## src/rtl/tiger_proc_slave.sv

```systemverilog
// tiger_proc_slave: 16-word processor slave with fixed-latency pipelined reads.
//   R0..R14 : byte-enabled read/write registers
//   R15     : free-running cycle counter (writes ignored)
// Optional build macro PROC_SLAVE_WRITE_STALL_EN: every write is held for one
// wait-state cycle and accepted on its second cycle.
module tiger_proc_slave #(
    parameter int READ_LATENCY = 2,   // 1..4
    parameter int MAX_PENDING  = 4    // READ_LATENCY..8
) (
    input  logic        clk,
    input  logic        reset_n,
    input  logic [31:0] avs_procSlave_address,
    input  logic        avs_procSlave_read,
    input  logic        avs_procSlave_write,
    input  logic [31:0] avs_procSlave_writedata,
    input  logic [3:0]  avs_procSlave_byteenable,
    output logic [31:0] avs_procSlave_readdata,
    output logic        avs_procSlave_waitrequest,
    output logic        avs_procSlave_readdatavalid
);

    localparam int PW = 4;

    logic [31:0]       regs [0:14];
    logic [31:0]       cycle_cnt;
    logic [3:0]        idx;
    logic [PW-1:0]     pend_cnt;
    logic [READ_LATENCY-1:0] pipe_vld;
    logic [31:0]       pipe_dat [0:READ_LATENCY-1];
    logic [31:0]       rd_sample;
    logic              wr_stall;
    logic              rd_stall;
    logic              wr_acc;
    logic              rd_acc;
    logic              rsp_retire;
    logic              unused_addr;

    assign idx         = avs_procSlave_address[5:2];
    assign unused_addr = ^{avs_procSlave_address[31:6], avs_procSlave_address[1:0]};

`ifdef PROC_SLAVE_WRITE_STALL_EN
    logic wr_flag;

    // Flag marks that the current write has already spent its wait-state cycle.
    // It drops on acceptance, and also if the master abandons the write.
    always_ff @(posedge clk or negedge reset_n) begin
        if (!reset_n) begin
            wr_flag <= 1'b0;
        end else begin
            wr_flag <= avs_procSlave_write & ~wr_flag;
        end
    end

    assign wr_stall = ~wr_flag;
`else
    assign wr_stall = 1'b0;
`endif

    // A response leaving the last stage frees a slot in this same cycle.
    assign rsp_retire = pipe_vld[READ_LATENCY-1];
    assign rd_stall   = (pend_cnt == PW'(MAX_PENDING)) && !rsp_retire;

    // Write has priority over read; an idle bus never sees waitrequest.
    always_comb begin
        avs_procSlave_waitrequest = 1'b0;
        if (avs_procSlave_write) begin
            avs_procSlave_waitrequest = wr_stall;
        end else if (avs_procSlave_read) begin
            avs_procSlave_waitrequest = rd_stall;
        end
    end

    assign wr_acc = avs_procSlave_write & ~wr_stall;
    assign rd_acc = avs_procSlave_read & ~avs_procSlave_write & ~rd_stall;

    // Read mux: register contents before any write landing on this edge.
    always_comb begin
        rd_sample = cycle_cnt;
        for (int i = 0; i < 15; i++) begin
            if (idx == 4'(i)) begin
                rd_sample = regs[i];
            end
        end
    end

    // Byte-lane writes into R0..R14; R15 is never a write target.
    always_ff @(posedge clk or negedge reset_n) begin
        if (!reset_n) begin
            for (int i = 0; i < 15; i++) begin
                regs[i] <= '0;
            end
        end else if (wr_acc) begin
            for (int i = 0; i < 15; i++) begin
                for (int b = 0; b < 4; b++) begin
                    if (idx == 4'(i) && avs_procSlave_byteenable[b]) begin
                        regs[i][8*b +: 8] <= avs_procSlave_writedata[8*b +: 8];
                    end
                end
            end
        end
    end

    // Free-running cycle counter exposed as R15.
    always_ff @(posedge clk or negedge reset_n) begin
        if (!reset_n) begin
            cycle_cnt <= '0;
        end else begin
            cycle_cnt <= cycle_cnt + 32'd1;
        end
    end

    // Response pipeline; data stages only load behind a valid, so the last
    // stage keeps the most recent response while readdatavalid is low.
    always_ff @(posedge clk or negedge reset_n) begin
        if (!reset_n) begin
            pipe_vld <= '0;
            for (int i = 0; i < READ_LATENCY; i++) begin
                pipe_dat[i] <= '0;
            end
        end else begin
            for (int i = READ_LATENCY - 1; i > 0; i--) begin
                pipe_vld[i] <= pipe_vld[i-1];
                if (pipe_vld[i-1]) begin
                    pipe_dat[i] <= pipe_dat[i-1];
                end
            end
            pipe_vld[0] <= rd_acc;
            if (rd_acc) begin
                pipe_dat[0] <= rd_sample;
            end
        end
    end

    // Outstanding-read counter.
    always_ff @(posedge clk or negedge reset_n) begin
        if (!reset_n) begin
            pend_cnt <= '0;
        end else begin
            case ({rd_acc, rsp_retire})
                2'b10:   pend_cnt <= pend_cnt + 1'b1;
                2'b01:   pend_cnt <= pend_cnt - 1'b1;
                default: pend_cnt <= pend_cnt;
            endcase
        end
    end

    assign avs_procSlave_readdata      = pipe_dat[READ_LATENCY-1];
    assign avs_procSlave_readdatavalid = pipe_vld[READ_LATENCY-1];

endmodule

```

## config.mk

```make
export PLATFORM = sky130hd
export DESIGN_NAME = tiger_proc_slave
export DESIGN_NICKNAME = d
export VERILOG_FILES = /design/src/rtl/tiger_proc_slave.sv
export SDC_FILE = /design/constraint.sdc
export NUM_CORES = 1
export LEC_CHECK = 0
export ABC_CLOCK_PERIOD_IN_PS = 1770
export CAP_MARGIN = 20
export CORE_MARGIN = 4
export CORE_UTILIZATION = 55
export DETAILED_ROUTE_END_ITERATION = 16
export PLACE_DENSITY = 0.81
export SYNTH_ARGS = -nofsm -noshare
export SYNTH_HDL_FRONTEND = slang
export SYNTH_SLANG_ARGS = --single-unit
```

## constraint.sdc

```tcl
create_clock -name clk -period 1.77 [get_ports clk]
set_input_delay 0.2655 -clock clk [delete_from_list [all_inputs] [get_ports clk]]
set_output_delay 0.2655 -clock clk [all_outputs]
set_load 0.05 [all_outputs]
```

==> out/results.tsv, run 1 <==
stage	metric	value	unit
routing	wl	97800	um
sta	min_period	2.07	ns
floorplanning	core_area	50500	um^2
finish	num_antenna_cells	0	
logic_synthesis	synth_area	28300	um^2
power_and_ir_drop	powerDensity	1110	nW/um^2
logic_synthesis	yosysUniqueCellTypes	88	
logic_synthesis	postSynth.asyncResetShare	100	%
clocking	cts_root_buf	clkbuf_16	
sta	final_max_slew_viol_count	0	
finish	final_cell_mix	dfrtp_1, mux2_2, buf_4, nor2_1, a21oi_1	
grt	overflow	0	
sta	layout_setup_ws	-0.301	ns
critical_path	reg2reg_slack	-0.30	ns
clocking	clk_path_buf_depth	3	
finish	fin_cells	3358	
grt	grt_max_degree	65	
critical_path	path_class	reg2reg	
clocking	cts_buffers	57	
clocking	cts_tree	built	
sta	relSlewSlack	50.5	%
routing	wl_met3	11000	um
grt	antenna_found_initial	2	
logic_synthesis	synth_cells	2285	
sta	fmax	0.483	GHz
grt	grt_pass1_vias	23500	
logic_synthesis	synth_ff_type	dfrtp_1	
logic_synthesis	ys_seq_area_share	51.4	%
critical_path	worst_ep_required_time	2.32	ns
logic_synthesis	yosys-top-cells-area	dfrtp_1, mux2_2, mux2i_1, buf_4, a21oi_1	
logic_synthesis	syn_area_per_cell	12.4	um^2
finish	area_growth	23.4	%
logic_synthesis	synth_edf_count	0	
clocking	htreeDepth	2	
logic_synthesis	ys_warn_count	0	
power_and_ir_drop	p_leak	15.7	nW
routing	drt_iter0_drc	3046	
floorplanning	dieArea	55200	um^2
sta	hold_viol_final	0	
finish	fin_area	35000	um^2
critical_path	critPathMaxFanout	8	
logic_synthesis	synth_nets	2361	
sta	rsz0062_at_grt	true	
run	maxCapViolCount	0	
routing	via_per_inst	6.78	
finish	final_common_cell	dfrtp_1	
routing	met2_wirelength	44000	um
critical_path	start_kind	register	
critical_path	rr_startpoint	pend_cnt[0]	
logic_synthesis	synth_top_area_share	51.4	%
floorplanning	ios	106	
place	dp_worst_setup_slack	-0.608	ns
logic_synthesis	yosys_register_bits	582	
place	placed_area	32300	um^2
outcome	violations	negative setup slack	
critical_path	regToRegEndpoint	pipe_dat[34]	
outcome	outcome	complete, but fails checks	
logic_synthesis	yosysTopAreaCell	dfrtp_1	
grt	grt_usage	34.3	%
place	place_inst	3229	
routing	drc	0	
place	hpwl	66600	um
place	place_congestion	0.990	
finish	drive_above_1_share	46.5	%
floorplanning	initial_utilization	56.1	%
routing	detail-route-antenna-nets	0	
power_and_ir_drop	finalPower	38.8	mW
critical_path	cp-end-kind	register	
routing	top_layer_used	met4	
grt	grt_pass1_wl	147000	um
finish	fin_util	69.3	%
floorplanning	die_h	235	um
power_and_ir_drop	irDropWorstVdd	0.645	mV
routing	met1_length	35700	um
clocking	clk_pin_slew_worst_paths	0.07	ns
sta	setup_viol	40	
place	io_buffer_count	77	
routing	wire_per_inst	29.1	um
sta	period_share	117	%
routing	routed-via-count	22800	
routing	drt-pass1-iter-count	7	
sta	finClkSkew	0.0267	ns
critical_path	critical_path_arrival	2.62	ns
finish	num-nets-final	2720	
floorplanning	num_rows	82	
critical_path	r2r_cells	8	
floorplanning	die_x	235	um
worst_hold_path	hold_class	in2async	
sta	worst_pin_slew	0.741	ns
clocking	clkLatencyLatePin	0.64	ns
clocking	clock-sinks	582	
finish	n_fill_cell	3178	
-- cells by family after synthesis --
| family | Yosys count | synth area share (%) |
|---|---|---|
| xor gates and xnor gates | 33 | 1.02 |
| and+or+nand+nor | 399 | 7.90 |
| DFF | 582 | 51.4 |
| buffers and inverters | 204 | 4.11 |
| AOI/OAI and AO/OA | 440 | 10.6 |
| adders and majority gates | 4 | 0.203 |
| muxes | 623 | 24.7 |
-- flip-flops by register name, summed over array words and instances, names as in the netlist --
name	cells
avs_procSlave_readdata	32
cycle_cnt	32
pend_cnt	4
pipe_dat	32
pipe_vld	2
regs	480
-- what timing repair did --
action | CTS | global route
hold buffers | 1 | 0
buffers inserted | 21 | 13
gates cloned | 3 | 0
hold endpoints to repair | 45 | 0
setup endpoints to repair | 34 | 104
gates resized for setup | 104 | 51
pin swaps | 32 | 15
-- worst max path at each step --
stage / from / depth (start not counted) / end / slack [ns]
final: pend_cnt[0] / 8 / pipe_dat[34] / -0.30
after global routing: pend_cnt[0] / 8 / pipe_dat[34] / -0.36
after CTS: pend_cnt[1] / 5 / avs_procSlave_waitrequest / -0.24
after detailed placement: avs_procSlave_write / 5 / regs[322] / -0.61
after global placement: avs_procSlave_write / 10 / pend_cnt[3] / -0.66
after floorplan: pipe_vld[1] / 7 / pipe_dat[61] / 0.003
-- layer usage --
| layer | global-route usage [%] | vias to the layer above |
|---|---|---|
| met5 | 0 | - |
| met4 | 21.0 | 0 |
| met3 | 8.74 | 455 |
| met2 | 52.5 | 1717 |
| met1 | 44.2 | 11500 |
| li1 | - | 9127 |
-- area by class of cell --
class | count | area [um^2] | area share (%)
Inverter | 11 | 41.3 | 0.118
Clock buffer | 85 | 1660 | 4.75
Sequential cell | 582 | 14600 | 41.7
Tap cell | 672 | 841 | 2.41
Multi-Input combinational cell | 1499 | 13100 | 37.4
Timing Repair Buffer | 493 | 4620 | 13.2
Clock inverter | 16 | 158 | 0.451
-- per-stage QoR --
stage / hold WS [ns] / setup TNS [ns]
after global placement: 0.262 / -222.16
after global routing: 0.226 / -7.34
final: 0.210 / -5.82
after detailed placement: 0.263 / -229.14
after floorplan: -0.0301 / 0
after CTS: 0.201 / -3.60
-- synthesized netlist by cell type, drive strengths merged (4+ instances only) --
| library cell | n |
|---|---|
| nand3 | 46 |
| xnor2 | 27 |
| o22a | 11 |
| mux2 | 555 |
| or2 | 4 |
| and3 | 8 |
| nand4b | 4 |
| and4 | 4 |
| o221ai | 17 |
| mux4 | 5 |
| nor2 | 137 |
| o211ai | 5 |
| a211oi | 8 |
| o21ai | 84 |
| mux2i | 63 |
| buf | 135 |
| o21a | 14 |
| a221oi | 12 |
| dfrtp | 582 |
| o31ai | 9 |
| clkbuf | 58 |
| nand4 | 12 |
| a221o | 23 |
| nor3 | 9 |
| o2bb2ai | 8 |
| o311ai | 10 |
| or4b | 10 |
| nand2b | 28 |
| inv | 10 |
| nor2b | 24 |
| a21o | 4 |
| and2 | 10 |
| a21oi | 89 |
| or3b | 4 |
| a31oi | 9 |
| nand2 | 79 |
| a22oi | 23 |
| o22ai | 64 |
| nand3b | 9 |
| xor2 | 6 |
| a2bb2oi | 15 |
-- critical path, cell delays in order, from the launching register on --
cell	delay, ns
dfrtp_1	0.39
or3b_4	0.43
o21ai_4	0.21
inv_2	0.11
buf_12	0.17
buf_6	0.13
buf_6	0.11
a221o_1	0.30
a21oi_1	0.13
-- power by group --
group / internal, mW / switching (mW)
logic: 4.30 / 4.65
clock network: 6.87 / 5.24
registers: 15.9 / 1.81
Note: power is estimated with default switching activity, not from simulation.
==> run 2, diff against run 1 <==
CORE_MARGIN = 3   (was 4)
CTS_CLUSTER_SIZE = 12   (was not set)
==> out/results.tsv, run 2 (synthesis gave the netlist of run 1 again) <==
stage	metric	value	unit	change
clocking	clock-sinks	582		unchanged
grt	overflow	0		unchanged
critical_path	worst_ep_required_time	2.27	ns	-0.05 ns
sta	worst_pin_slew	0.694	ns	-0.0471 ns
sta	relSlewSlack	52.6	%	+2.1 points
floorplanning	die_h	233	um	-0.85%
critical_path	cp-end-kind	register		
sta	final_max_slew_viol_count	0		unchanged
finish	fin_util	68.6	%	-0.61 points
finish	final_cell_mix	dfrtp_1, mux2_2, buf_4, nor2_1, a21oi_1		
routing	drt_iter0_drc	2984		-2.0%
grt	met3_usage	7.71	%	-1.0 points
critical_path	crit_chain	or3b_4 -> o21ai_4 -> inv_2 -> buf_6 -> buf_6 -> and3_4 -> a211oi_4 -> a21oi_2		
outcome	violations	negative setup slack		
critical_path	slowest_stage	or3b_4		
clocking	cts_buffers	58		+1.8%
power_and_ir_drop	powerDensity	1100	nW/um^2	-0.51%
critical_path	crit_buf_inv	3		-1
routing	via_per_inst	6.58		-3.0%
critical_path	startpoint	pend_cnt[0]		
grt	grt_usage	34.1	%	-0.25 points
routing	detail-route-antenna-nets	0		unchanged
floorplanning	core_area	50500	um^2	unchanged
sta	finClkSkew	0.0154	ns	-0.0113 ns
place	hpwl	65200	um	-2.0%
critical_path	crit_family	simple AND/OR/NAND/NOR gates		
routing	drt-pass1-iter-count	5		-2
clocking	cts_tree	built		
finish	num_antenna_cells	0		unchanged
floorplanning	initial_utilization	56.1	%	unchanged
worst_hold_path	hold_class	in2async		
sta	fmax	0.494	GHz	+2.2%
grt	antenna_found_initial	3		+1
floorplanning	die_x	233	um	-0.85%
critical_path	rr_startpoint	pend_cnt[0]		
finish	largest_register_ffs	480		unchanged
sta	setup_viol	34		-15%
finish	final_common_cell	dfrtp_1		
finish	area_growth	22.4	%	
sta	period_share	114	%	-2.5 points
clocking	clk_pin_slew_worst_paths	0.06	ns	about the same
sta	min_period	2.03	ns	-0.0447 ns
floorplanning	ios	106		unchanged
critical_path	critical_path_arrival	2.52	ns	-0.10 ns
sta	layout_setup_ws	-0.256	ns	+0.0447 ns
finish	num-nets-final	2715		-0.18%
grt	busiest_layer	met2		
sta	hold_viol_final	0		unchanged
run	maxCapViolCount	0		unchanged
finish	fin_area	34600	um^2	-0.88%
floorplanning	num_rows	82		unchanged
clocking	clkLatencyLatePin	0.62	ns	-0.02 ns
clocking	cts_root_buf	clkbuf_16		
critical_path	crit_top_cell	buf_6		
clocking	clk_path_buf_depth	3		unchanged
critical_path	start_kind	register		
routing	routed-via-count	22000		-3.5%
grt	met2_usage	53.3	%	+0.77 points
power_and_ir_drop	irDropWorstVdd	0.773	mV	+20%
place	placed_area	32500	um^2	+0.50%
routing	drc	0		unchanged
sta	rsz0062_at_grt	true		
critical_path	path_class	reg2reg		
grt	grt_pass1_wl	140000	um	-5.1%
routing	wire_per_inst	27.8	um	-4.6%
outcome	outcome	complete, but fails checks		
critical_path	slowest_delay	0.44	ns	about the same
place	io_buffer_count	77		unchanged
finish	top_register	regs		
finish	drive_above_1_share	45.0	%	-1.6 points
power_and_ir_drop	p_leak	15.7	nW	-0.48%
grt	met1_usage	44.5	%	+0.30 points
critical_path	critPathMaxFanout	5		-3
grt	grt_max_degree	89		+37%
floorplanning	dieArea	54200	um^2	-1.7%
routing	wl	92900	um	-5.0%
place	place_congestion	0.959		-3.1%
grt	grt_pass1_vias	22700		-3.4%
clocking	htreeDepth	2		unchanged
run 2: cell type report:
cell class	count	area, um^2
Clock buffer	87	1700
Clock inverter	5	78.8
Fill cell	3301	15800
Inverter	11	41.3
Multi-Input combinational cell	1499	12900
Sequential cell	582	14600
Tap cell	672	841
Timing Repair Buffer	487	4570
run 2: power breakdown:
group	internal, mW	leakage, nW	total (mW)	switching, mW
clock	6.82	0.873	12.0	5.13
combinational	4.21	7.38	8.68	4.47
sequential	15.9	7.42	17.6	1.70
total	27.0	15.7	38.3	11.3
run 2: final timing paths:
path / end / cells past startpoint / slack (ns)
worst min-delay path: pend_cnt[0] / 2 / 0.09
worst max register to register: pipe_dat[63] / 8 / -0.26
worst max-delay path: pipe_dat[63] / 8 / -0.26
max in group asynchronous: cycle_cnt[18] / 4 / 0.82
worst min register to register: cycle_cnt[31] / 1 / 0.49
min in group clk: pipe_dat[45] / 4 / 0.24
run 2: layer usage:
metal / wire (um) / part of all wire [%]
met5: 47 / 0.051
met4: 5960 / 6.4
met3: 9750 / 10
met2: 42200 / 45
met1: 34900 / 38
run 2: repair_timing:
item	CTS	global route
pin swaps	21	14
setup endpoints to repair	29	41
gates resized for setup	34	41
hold endpoints to repair	424	0
setup buffers	8	7
hold buffers	1	0
run 2: metrics by stage:
| stage | hold slack (ns) | TNS [ns] | total power, mW | cells | worst slack, ns |
|---|---|---|---|---|---|
| final | 0.0944 | -5.31 | 38.3 | 3343 | -0.256 |
| after global routing | 0.0980 | -7.01 | 39.5 | 3343 | -0.287 |
| after CTS | 0.0858 | -5.04 | 37.9 | 3338 | -0.238 |
| after detailed placement | 0.148 | -207.54 | 25.9 | 3239 | -0.593 |
| after global placement | 0.148 | -198.00 | 25.4 | 3239 | -0.603 |
| after floorplan | -0.0301 | 0 | 22.9 | 2285 | 0.00292 |
run 2: worst reg2reg max path, delay by kind of cell (launching register included):
family                 cells  cell delay (ns)
buffers and inverters      3             0.40
flip-flops                 1             0.38
AO/OA/AOI/OAI              3             0.52
AND/OR/NAND/NOR            2             0.61
